File: config.mk
export PLATFORM = sky130hd
export DESIGN_NAME = alu_panel_sequencer
export DESIGN_NICKNAME = d
export VERILOG_FILES = /design/src/rtl/alu_panel_sequencer.sv
export SDC_FILE = /design/constraint.sdc
export NUM_CORES = 1
export LEC_CHECK = 0
export CAP_MARGIN = 0
export CELL_PAD_IN_SITES_DETAIL_PLACEMENT = 0
export CELL_PAD_IN_SITES_GLOBAL_PLACEMENT = 2
export CORE_ASPECT_RATIO = 1.5
export CORE_MARGIN = 4
export CORE_UTILIZATION = 38
export CTS_BUF_LIST = sky130_fd_sc_hd__clkbuf_16
export DETAILED_ROUTE_END_ITERATION = 6
export PLACE_DENSITY = 0.79
export SLEW_MARGIN = 10
export SYNTH_ARGS = -nofsm -noshare
export SYNTH_HDL_FRONTEND = slang
export SYNTH_SLANG_ARGS = --single-unit
File: constraint.sdc
create_clock -name clk -period 2.35 [get_ports clk]
set_input_delay 0.3525 -clock clk [delete_from_list [all_inputs] [get_ports clk]]
set_output_delay 0.3525 -clock clk [all_outputs]
set_load 0.02 [all_outputs]
File: src/rtl/alu_panel_sequencer.sv
// alu_panel_sequencer: uses two push-buttons to step a 4-op ALU through op select,
// operand A/B edit, execute and show, and reports values on three active-low LEDs.
// Ports:
//   clk, rst          - system clock, synchronous active-high reset
//   btn1, btn2        - raw active-low buttons (btn1 = advance, btn2 = modify)
//   alu_op/alu_a/alu_b- opcode and operands driven to the external ALU
//   alu_y             - combinational ALU result
//   result            - captured ALU result
//   result_valid      - high while showing the result
//   state             - FSM state code (debug)
//   led               - active-low LED drive
module alu_panel_sequencer #(
  parameter int unsigned DEBOUNCE_CYCLES = 120000
) (
  input  logic       clk,
  input  logic       rst,
  input  logic       btn1,
  input  logic       btn2,
  output logic [1:0] alu_op,
  output logic [2:0] alu_a,
  output logic [2:0] alu_b,
  input  logic [3:0] alu_y,
  output logic [3:0] result,
  output logic       result_valid,
  output logic [2:0] state,
  output logic [2:0] led
);

  localparam int unsigned CW = (DEBOUNCE_CYCLES > 2) ? $clog2(DEBOUNCE_CYCLES) : 1;

  typedef enum logic [2:0] {
    ST_OP     = 3'd0,
    ST_EDIT_A = 3'd1,
    ST_EDIT_B = 3'd2,
    ST_EXEC   = 3'd3,
    ST_SHOW   = 3'd4
  } state_t;

  // Index 0 = btn1 (advance), index 1 = btn2 (modify)
  logic [1:0]    sync1_q, sync2_q, level_q, press_q;
  logic [CW-1:0] cnt_q [2];

  state_t     state_q, state_d;
  logic [1:0] op_q, op_d;
  logic [2:0] a_q, a_d, b_q, b_d;
  logic [3:0] result_q, result_d;
  logic [2:0] led_q, led_d;
  logic       valid_q, valid_d;
  logic       adv, mod;

  // Synchronize, debounce and turn accepted falling levels into one-cycle press pulses
  always_ff @(posedge clk) begin
    if (rst) begin
      sync1_q  <= 2'b11;
      sync2_q  <= 2'b11;
      level_q  <= 2'b11;
      press_q  <= 2'b00;
      cnt_q[0] <= '0;
      cnt_q[1] <= '0;
    end else begin
      sync1_q <= {btn2, btn1};
      sync2_q <= sync1_q;
      press_q <= 2'b00;
      for (int i = 0; i < 2; i++) begin
        if (sync2_q[i] == level_q[i]) begin
          cnt_q[i] <= '0;
        end else if (cnt_q[i] == CW'(DEBOUNCE_CYCLES - 1)) begin
          // This cycle is the last required differing one: accept the new level
          level_q[i] <= sync2_q[i];
          cnt_q[i]   <= '0;
          press_q[i] <= ~sync2_q[i];
        end else begin
          cnt_q[i] <= cnt_q[i] + CW'(1);
        end
      end
    end
  end

  // Advance has priority over modify when both land in the same cycle
  assign adv = press_q[0];
  assign mod = press_q[1] & ~press_q[0];

  // Next-state, register updates and next LED/valid values
  always_comb begin
    state_d  = state_q;
    op_d     = op_q;
    a_d      = a_q;
    b_d      = b_q;
    result_d = result_q;
    led_d    = 3'b111;
    valid_d  = 1'b0;

    case (state_q)
      ST_OP: begin
        if (adv)      state_d = ST_EDIT_A;
        else if (mod) op_d = op_q + 2'd1;
      end
      ST_EDIT_A: begin
        if (adv)      state_d = ST_EDIT_B;
        else if (mod) a_d = a_q + 3'd1;
      end
      ST_EDIT_B: begin
        if (adv)      state_d = ST_EXEC;
        else if (mod) b_d = b_q + 3'd1;
      end
      ST_EXEC: begin
        result_d = alu_y;
        state_d  = ST_SHOW;
      end
      ST_SHOW: begin
        if (adv) state_d = ST_OP;
      end
      default: state_d = ST_OP;
    endcase

    // LEDs are decoded from the values being registered, keeping them glitch-free
    case (state_d)
      ST_OP:     led_d = ~{1'b0, op_d};
      ST_EDIT_A: led_d = ~a_d;
      ST_EDIT_B: led_d = ~b_d;
      ST_SHOW:   led_d = ~result_d[2:0];
      default:   led_d = 3'b111;
    endcase
    valid_d = (state_d == ST_SHOW);
  end

  // State and datapath registers
  always_ff @(posedge clk) begin
    if (rst) begin
      state_q  <= ST_OP;
      op_q     <= 2'd0;
      a_q      <= 3'd2;
      b_q      <= 3'd3;
      result_q <= 4'h0;
      led_q    <= 3'b111;
      valid_q  <= 1'b0;
    end else begin
      state_q  <= state_d;
      op_q     <= op_d;
      a_q      <= a_d;
      b_q      <= b_d;
      result_q <= result_d;
      led_q    <= led_d;
      valid_q  <= valid_d;
    end
  end

  assign alu_op       = op_q;
  assign alu_a        = a_q;
  assign alu_b        = b_q;
  assign result       = result_q;
  assign result_valid = valid_q;
  assign state        = state_q;
  assign led          = led_q;

endmodule

==> results_dict.tcl <==
set metrics [dict create \
    status "finished, final reports clean" \
    required_ps 2000 \
    synth-edff-count 34 \
    power_leakage_nw 1.42 \
    drt-initial-drc-count 116 \
    yosysWarnings 0 \
    rows 40 \
    antenna_found_initial 0 \
    hold_violations 0 \
    port_buffers 26 \
    power_density_nw_per_um2 607 \
    finish.net_count 388 \
    crit_chain "clkdlybuf4s50_1" \
    multi_input_area_um2 1670 \
    cpMaxStageDelayCell "clkdlybuf4s50_1" \
    max_cap_viol_count 0 \
    cts.path.max_buffers 2 \
    async_flop_share_pct 0 \
    pin_count 27 \
    grt-ovfl-total 0 \
    via_per_inst 4.94 \
    worst_slew_pin_slew_ps 537 \
    post_cts_resized 0 \
    finalNonFillerCells 486 \
    utilization_pct 48.8 \
    period_needed_ps 1970 \
    syn_avg_cell_area_um2 10.3 \
    via_count 2403 \
    synth_seq_area_share_pct 49.0 \
    dieArea_um2 9940 \
    synth_simple_gate_area_share_pct 26.4 \
    worstSetupEndpointType "output port" \
    nFillCells 792 \
    synthXorXnorAreaFrac_pct 10.7 \
    core_area_um2 8110 \
    synth_ff_type "edfxtp_1" \
    path_clk_slew_ps 50 \
    dpl.cell_count 470 \
    slew-limit-headroom_pct 63.3 \
    total_power_mw 2.40 \
    drv_slew 0 \
    path_buf_inv 1 \
    initial_utilization_pct 39.3 \
    finalCritPeriodShare_pct 84.0 \
    grt_max_degree 18 \
    syn_area_um2 3190 \
    route.detailed.drc 0 \
    synth_top_family_by_area "simple AND/OR/NAND/NOR gates" \
    drt_wl_total_mm 6.66 \
    place_congestion 0.788 \
    cts_buffers 9 \
    dp.final_hpwl_mm 4.89 \
    cts_setup_buffers 0 \
    ant_nets 0 \
    totalNegativeSetupSlack_ps 0 \
    synth_compound_area_share_pct 7.19 \
    cp-start-kind "flip-flop" \
    holdBufCountCts 0 \
    rsz0062_at_grt "no" \
    synth_cells 309 \
    synthToLayoutAreaGrowth_pct 24.2 \
    htree_num_levels 3 \
    max_freq_mhz 506 \
    grt_usage_pct 15.1 \
    synth_fa_ha_area_share_pct 1.57 \
    n_antenna_cell 0 \
    setup_viol 0 \
    setup.worst_path.class "flip-flop to output port" \
    yosys_register_bits 61 \
    clk_latency_ps 320 \
    path_delay_family "buffers and inverters" \
    routedWlPerCell_um 13.7 \
    clock_sinks 61 \
    drt_first_pass_iters 4 \
    die_h_um 120 \
    cts_tree "done" \
    worstPathArrival_ps 1620 \
    mostFrequentLayoutCell "nor2_1" \
    hp-class "flip-flop to flip-flop" \
    drive_gt1_share_pct 9.71 \
    ff_latch_area_um2 1560 \
    skew_ps 7.00 \
    cpPeakStageDelay_ps 700 \
    path_max_fanout 13 \
    cts-root-buf "clkbuf_16" \
    synth.mux.area_fraction_pct 2.55 \
    die_w_um 82.8 \
    synth_cell_types 54 \
    dp_slack_ps 500 \
    mostFrequentLayoutCells "nor2_1 (49), edfxtp_1 (34), conb_1 (34), dfxtp_1 (27), clkdlybuf4s50_1 (26)" \
    setup_slack_ps 375 \
    grt_pass1_wl_mm 11.3 \
    grt_pass1_vias 2351 \
    peakVddDrop_mv 0.432 \
]
==> path summary, 6_finish.rpt <==
| check | start | to | slack, ps | cells past startpoint |
|---|---|---|---|---|
| worst max register to register | cnt_q[1][9] | cnt_q[1][2] | 530 | 5 |
| worst max-delay path | state[0] | state[0] | 380 | 1 |
| worst min register to register | sync1_q[1] | sync2_q[1] | 400 | 1 |
| worst min-delay path | sync1_q[1] | sync2_q[1] | 400 | 1 |
==> power by group <==
part	internal [mW]	switching (mW)
clock network	0.688	0.432
registers	1.16	0.0357
logic	0.0397	0.0471
==> through the flow <==
stage	area, um^2	hold WS [ps]
6_report	3960	404
5_1_grt	3960	417
4_1_cts	3960	407
3_5_place_dp	3700	394
3_3_place_gp	3700	397
2_1_floorplan	3310	389
==> layer usage <==
layer / share of wire [%] / global-route usage [%]
met1: 43 / 17.9
met4: 3.4 / 9.20
met5: 0 / 0
met2: 51 / 24.7
met3: 2.6 / 2.63
==> layout make-up <==
type                    count  area share, %
repair buffers             33           7.91
flip-flops and latches     61           39.5
multi-input cells         264           42.3
clock buffers               9           5.69
well taps                 105           3.32
inverters                   7          0.664
clock inverters             7          0.696
==> sequential cells by signal (all words and copies together), names as in the netlist <==
register	flops
state	3
alu_a	3
alu_b	3
press_q	2
sync2_q	2
result_valid	1
sync1_q	2
result	4
cnt_q	34
alu_op	2
led	3
level_q	2
==> Yosys cell counts, types with 2 or more instances <==
| library cell | number | area (um^2) |
|---|---|---|
| or4_1 | 2 | 15.0 |
| nor2_1 | 49 | 184 |
| and3_1 | 4 | 25.0 |
| a21oi_1 | 5 | 25.0 |
| or2_2 | 5 | 31.3 |
| nor4_1 | 11 | 68.8 |
| nand4_1 | 16 | 100 |
| nand2_1 | 18 | 67.6 |
| inv_1 | 7 | 26.3 |
| xor2_1 | 18 | 158 |
| mux2i_1 | 7 | 70.1 |
| clkbuf_1 | 5 | 18.8 |
| xnor2_1 | 21 | 184 |
| and2_1 | 3 | 18.8 |
| and4_4 | 2 | 22.5 |
| dfxtp_1 | 27 | 541 |
| nor2b_1 | 2 | 12.5 |
| a31oi_1 | 2 | 12.5 |
| nor3_1 | 5 | 25.0 |
| nand3_1 | 15 | 75.1 |
| ha_1 | 4 | 50.1 |
| nand2b_1 | 3 | 18.8 |
| a2111oi_0 | 2 | 17.5 |
| o21ai_0 | 5 | 25.0 |
| buf_2 | 4 | 20.0 |
| edfxtp_1 | 34 | 1020 |
| nor4b_1 | 2 | 17.5 |
| a211o_1 | 3 | 26.3 |
| o211ai_1 | 3 | 22.5 |
==> cell families (layout without fill, tap and decap cells) <==
group                    Yosys count  after routing
adder cells (fa/ha/maj)            4              4
multiplexers                       8              8
AO/OA/AOI/OAI                     30             30
buffers and inverters             17             56
other                              1             34
XOR/XNOR                          39             39
flip-flops                        61             61
AND/OR/NAND/NOR                  149            149
Power figures use the tool's default switching activity.
